===== src/rtl/fa_serial_ctrl.sv =====
// Bit-serial add/subtract sequencer: one full-adder cell, LSB-first, registered carry.
module fa_serial_ctrl #(
  parameter int unsigned WIDTH = 8,
  parameter int unsigned CNT_W = $clog2(WIDTH)
) (
  input  logic             clk,
  input  logic             rst_n,
  input  logic             in_valid,
  output logic             in_ready,
  input  logic [WIDTH-1:0] op_a,
  input  logic [WIDTH-1:0] op_b,
  input  logic             op_sub,
  output logic             out_valid,
  input  logic             out_ready,
  output logic [WIDTH-1:0] result,
  output logic             carry_out,
  output logic             overflow,
  output logic             busy
);

  typedef enum logic [1:0] {
    IDLE = 2'd0,
    RUN  = 2'd1,
    DONE = 2'd2
  } state_t;

  state_t             state_q;
  state_t             state_d;
  logic [WIDTH-1:0]   sh_a;
  logic [WIDTH-1:0]   sh_b;
  logic [WIDTH-1:0]   res_sh;
  logic [WIDTH-1:0]   res_next;
  logic               carry_q;
  logic [CNT_W-1:0]   cnt;

  logic               accept_c;
  logic               last_c;
  logic               fa_a;
  logic               fa_b;
  logic               fa_sum;
  logic               fa_cout;

  // Single full-adder cell fed from the operand shift registers and carry register
  always_comb begin
    fa_a    = sh_a[0];
    fa_b    = sh_b[0];
    fa_sum  = fa_a ^ fa_b ^ carry_q;
    fa_cout = (fa_a & fa_b) | (carry_q & (fa_a ^ fa_b));
  end

  // Result shift register fills from the top, so the final bit lands in place
  assign res_next = WIDTH'({fa_sum, res_sh} >> 1);

  assign accept_c = (state_q == IDLE) && in_valid && in_ready;
  assign last_c   = (state_q == RUN) && (cnt == CNT_W'(WIDTH - 1));

  // State register
  always_ff @(posedge clk or negedge rst_n) begin
    if (!rst_n) begin
      state_q <= IDLE;
    end else begin
      state_q <= state_d;
    end
  end

  // Next-state logic
  always_comb begin
    state_d = state_q;
    case (state_q)
      IDLE: begin
        if (accept_c) begin
          state_d = RUN;
        end
      end
      RUN: begin
        if (last_c) begin
          state_d = DONE;
        end
      end
      DONE: begin
        if (out_valid && out_ready) begin
          state_d = IDLE;
        end
      end
      default: state_d = IDLE;
    endcase
  end

  // Datapath: operand load on accept, one bit per clock in RUN, outputs captured on the last bit
  always_ff @(posedge clk or negedge rst_n) begin
    if (!rst_n) begin
      sh_a      <= '0;
      sh_b      <= '0;
      res_sh    <= '0;
      carry_q   <= 1'b0;
      cnt       <= '0;
      result    <= '0;
      carry_out <= 1'b0;
      overflow  <= 1'b0;
    end else if (accept_c) begin
      sh_a    <= op_a;
      sh_b    <= op_sub ? ~op_b : op_b;
      carry_q <= op_sub;
      cnt     <= '0;
    end else if (state_q == RUN) begin
      sh_a    <= sh_a >> 1;
      sh_b    <= sh_b >> 1;
      res_sh  <= res_next;
      carry_q <= fa_cout;
      cnt     <= cnt + CNT_W'(1);
      if (last_c) begin
        result    <= res_next;
        carry_out <= fa_cout;
        overflow  <= carry_q ^ fa_cout;
      end
    end
  end

  // Registered handshake/status outputs derived from the upcoming state
  always_ff @(posedge clk or negedge rst_n) begin
    if (!rst_n) begin
      in_ready  <= 1'b1;
      out_valid <= 1'b0;
      busy      <= 1'b0;
    end else begin
      in_ready  <= (state_d == IDLE);
      out_valid <= (state_d == DONE);
      busy      <= (state_d != IDLE);
    end
  end

endmodule

===== config.mk =====
export PLATFORM = sky130hd
export DESIGN_NAME = fa_serial_ctrl
export DESIGN_NICKNAME = d
export VERILOG_FILES = /design/src/rtl/fa_serial_ctrl.sv
export SDC_FILE = /design/constraint.sdc
export NUM_CORES = 1
export LEC_CHECK = 0
export BUFFER_PORTS_ARGS = -buffer_cell sky130_fd_sc_hd__buf_2
export CORE_UTILIZATION = 54
export DETAILED_ROUTE_END_ITERATION = 16
export PLACE_DENSITY = 0.81
export REMOVE_ABC_BUFFERS = 1
export SLEW_MARGIN = 20
export SYNTH_ARGS = -nofsm -noshare
export SYNTH_HDL_FRONTEND = slang
export SYNTH_SLANG_ARGS = --single-unit
export TNS_END_PERCENT = 10

===== constraint.sdc =====
create_clock -name clk -period 1.86 [get_ports clk]
set_input_delay 0.186 -clock clk [delete_from_list [all_inputs] [get_ports clk]]
set_output_delay 0.186 -clock clk [all_outputs]
set_load 0.02 [all_outputs]

==> reports/qor.csv <==
stage,metric,value,unit
setup_path,endpoint_kind,flop,
floorplanning,initial_core_util,0.5845,
sta,timing.max_slew.rel_slack,0.6512,
yosys,syn-cell-area,1843,um2
setup_path,worst_setup_path_start_kind,flop,
floorplanning,die_y,60.42,um
clock_network,cts_post_setup_buffers_inserted,0,
cells_and_area,layout.area.seq,1052,um2
yosys,synth_cell_type_count,28,
floorplanning,die_w,60.42,um
clock_network,cts_hold_buf,1,
yosys,yosys_warnings,0,
routing,detailroute.via_count,1399,
power_and_ir_drop,vdd.ir_drop.worst,0.0007488,V
job,max_cap_viol_count,0,
setup_path,cp_max_fo,10,
yosys,postSynthRegisterBits,42,
global_routing,grt_overflow_total,0,
global_routing,global_route.usage.total,0.2181,
sta,max_freq,589.4,MHz
routing,viasPerCell,5.402,
power_and_ir_drop,powerDensity,1636,nW/um2
routing,route.detailed.drc,0,
routing,ant_nets_after_route,0,
routing,total_length_of_routed_wires,3.375,mm
cells_and_area,design_area,2116,um2
clock_network,clkLatencyLatePin,0.34,ns
sta,skew,0.006017,ns
clock_network,ctsLongestPathBuffers,2,
sta,number_of_setup_violations_in_the_final_report,0,
yosys,seq_area_frac_synth,0.5709,
sta,rsz_0062_raised_after_global_routing,false,
cells_and_area,fillerInstances,272,
sta,worst_hold_slack,0.04021,ns
cells_and_area,syn2layout_area_growth,14.80,%
place,routability_cong,0.7331,
clock_network,clock_sinks,42,
run_status,run_status,completed,
clock_network,clock_slew_seen_by_the_registers_of_the_worst_setup_and_hold_paths,0.11,ns
sta,finalCritPeriodShare,0.9122,
sta,post-route-min-period,1.697,ns
floorplanning,die_area,3651,um2
cells_and_area,mostFrequentLayoutCells,"48 x sky130_fd_sc_hd__nand2_1, 41 x sky130_fd_sc_hd__dfrtp_1, 33 x sky130_fd_sc_hd__buf_2",
clock_network,root_buffer_selected_by_cts,sky130_fd_sc_hd__clkbuf_4,
place,buffer_ports.inserted,33,
clock_network,cts_tree,done,
routing,drt-pass1-iter-count,4,
sta,finalSetupTns,0,ns
clock_network,cts_inserted_buffers,5,
worst_hold_path,hp-class,input port to flop,
clock_network,cts.repair.resized,0,
cells_and_area,proportion_of_layout_cells_with_a_drive_suffix_above_1,0.2605,
routing,post_drt_wl_per_cell,13.03,um
clock_network,clock_tree.htree_level_count,2,
power_and_ir_drop,leakage,0.001100,uW
power_and_ir_drop,finalPower,3461,uW
sta,worst_pin_slew,0.5232,ns
cells_and_area,multiInputGateArea,705.7,um2
floorplanning,io_pins,34,
place,dpl-instance-area,2046,um2
floorplanning,placeableCoreArea,3153,um2
global_routing,grt_pass1_vias,1360,
yosys,avgSynthCellArea,10.35,um2
setup_path,worst-endpoint-arrival,1.94,ns
cells_and_area,num_antenna_cells,0,
cells_and_area,nNetsFinal,238,
global_routing,grt_first_pass_wirelength,5.816,mm
cells_and_area,layout_commonest_cell,sky130_fd_sc_hd__nand2_1,
sta,finalHoldViolations,0,
global_routing,grt_antenna_before_repair,0,
routing,drt_iter0_markers,45,
sta,final_max_slew_viol_count,0,
yosys,synthesis.instances,178,
floorplanning,rows,20,
global_routing,grt_start_max_net_pins,43,
place,dpl.hpwl,2.430,mm
setup_path,crit_type,flop to flop,
setup_path,timing.critical_path.required,2.10,ns
[area by class of cell]
type                    count  share of cell area
clock buffers               7             0.02602
clock inverters             1            0.002365
well taps                  44             0.02602
repair buffers             41              0.1076
inverters                   4            0.007096
flip-flops and latches     42              0.4973
multi-input cells         120              0.3335
[stage by stage]
| stage | worst slack, ns | cells | utilization |
|---|---|---|---|
| detailed placement | 0.1636 | 250 | 0.6488 |
| floorplan | 0.1178 | 166 | - |
| CTS | 0.1614 | 259 | 0.6710 |
| global placement | 0.2362 | 250 | 0.6488 |
| global route | 0.08002 | 259 | 0.6710 |
| finish | 0.1633 | 259 | 0.6710 |
[power by group]
part           internal (uW)  switching (uW)
Combinational            595             867
Clock                    184             286
Sequential              1310             219
[cells by family after synthesis]
| group | Yosys count | synth area share |
|---|---|---|
| and+or+nand+nor | 75 | 0.1772 |
| DFF | 42 | 0.5709 |
| AOI/OAI and AO/OA | 26 | 0.09572 |
| buffers and inverters | 16 | 0.04616 |
| xor gates and xnor gates | 9 | 0.04277 |
| muxes | 7 | 0.04277 |
| adders and majority gates | 3 | 0.02444 |
[routing by layer]
metal	vias to the layer above	GRT usage	routed length [um]
met3	2	0.07036	173
li1	667	-	-
met4	0	0.04870	20
met2	44	0.3940	1677
met1	686	0.2532	1504
met5	-	0	0
[critical path, cell delays in order, from the launching register on]
cell                       delay, ns
sky130_fd_sc_hd__dfrtp_1        0.42
sky130_fd_sc_hd__ha_1           0.20
sky130_fd_sc_hd__ha_1           0.22
sky130_fd_sc_hd__nand3b_1       0.37
sky130_fd_sc_hd__mux2_2         0.39
[path summary, 6_finish.rpt]
kind                       slack, ns  cells after the start        end       from
max in group asynchronous       1.07                      3   in_ready      rst_n
hold reg to reg                 0.48                      2  carry_out  carry_out
min in group asynchronous       0.43                      3  result[1]      rst_n
setup reg to reg                0.16                      4  result[5]     cnt[0]
setup / recovery                0.16                      4  result[5]     cnt[0]
hold / removal                  0.04                      3    sh_a[7]    op_a[7]
[sequential cells by signal (all words and copies together), names as in the netlist]
signal,cells
carry_q,1
res_sh,7
carry_out,1
busy,1
state_q,2
overflow,1
sh_b,8
out_valid,1
cnt,3
sh_a,8
in_ready,1
result,8
[cells in the mapped netlist]
cell                         n  area [um2]
sky130_fd_sc_hd__dfrtp_1    41        1026
sky130_fd_sc_hd__buf_6       1       11.26
sky130_fd_sc_hd__a22o_1      1       8.760
sky130_fd_sc_hd__a221o_1     4       40.04
sky130_fd_sc_hd__nand3b_1    1       7.510
sky130_fd_sc_hd__nand3_1     5       25.02
sky130_fd_sc_hd__and4bb_1    1       12.51
sky130_fd_sc_hd__and2b_1     1       7.510
sky130_fd_sc_hd__nor3_1      2       10.01
sky130_fd_sc_hd__nand2b_1    2       12.51
sky130_fd_sc_hd__buf_2       8       40.04
sky130_fd_sc_hd__a21o_1      3       22.52
sky130_fd_sc_hd__fa_1        1       20.02
sky130_fd_sc_hd__buf_4       2       15.01
sky130_fd_sc_hd__nand4bb_1   1       11.26
sky130_fd_sc_hd__nand2_1    48       180.2
sky130_fd_sc_hd__a31oi_1    10       62.56
sky130_fd_sc_hd__xnor2_1     3       26.28
sky130_fd_sc_hd__dfstp_2     1       26.28
sky130_fd_sc_hd__a211oi_1    1       7.510
sky130_fd_sc_hd__o21ai_0     7       35.03
sky130_fd_sc_hd__ha_1        2       25.02
sky130_fd_sc_hd__mux2_2      7       78.83
sky130_fd_sc_hd__xor2_1      6       52.55
sky130_fd_sc_hd__nor2_4      1       11.26
sky130_fd_sc_hd__clkbuf_1    1       3.750
sky130_fd_sc_hd__nor2_1     13       48.80
sky130_fd_sc_hd__inv_1       4       15.01
(Power assumes the default switching activity.)
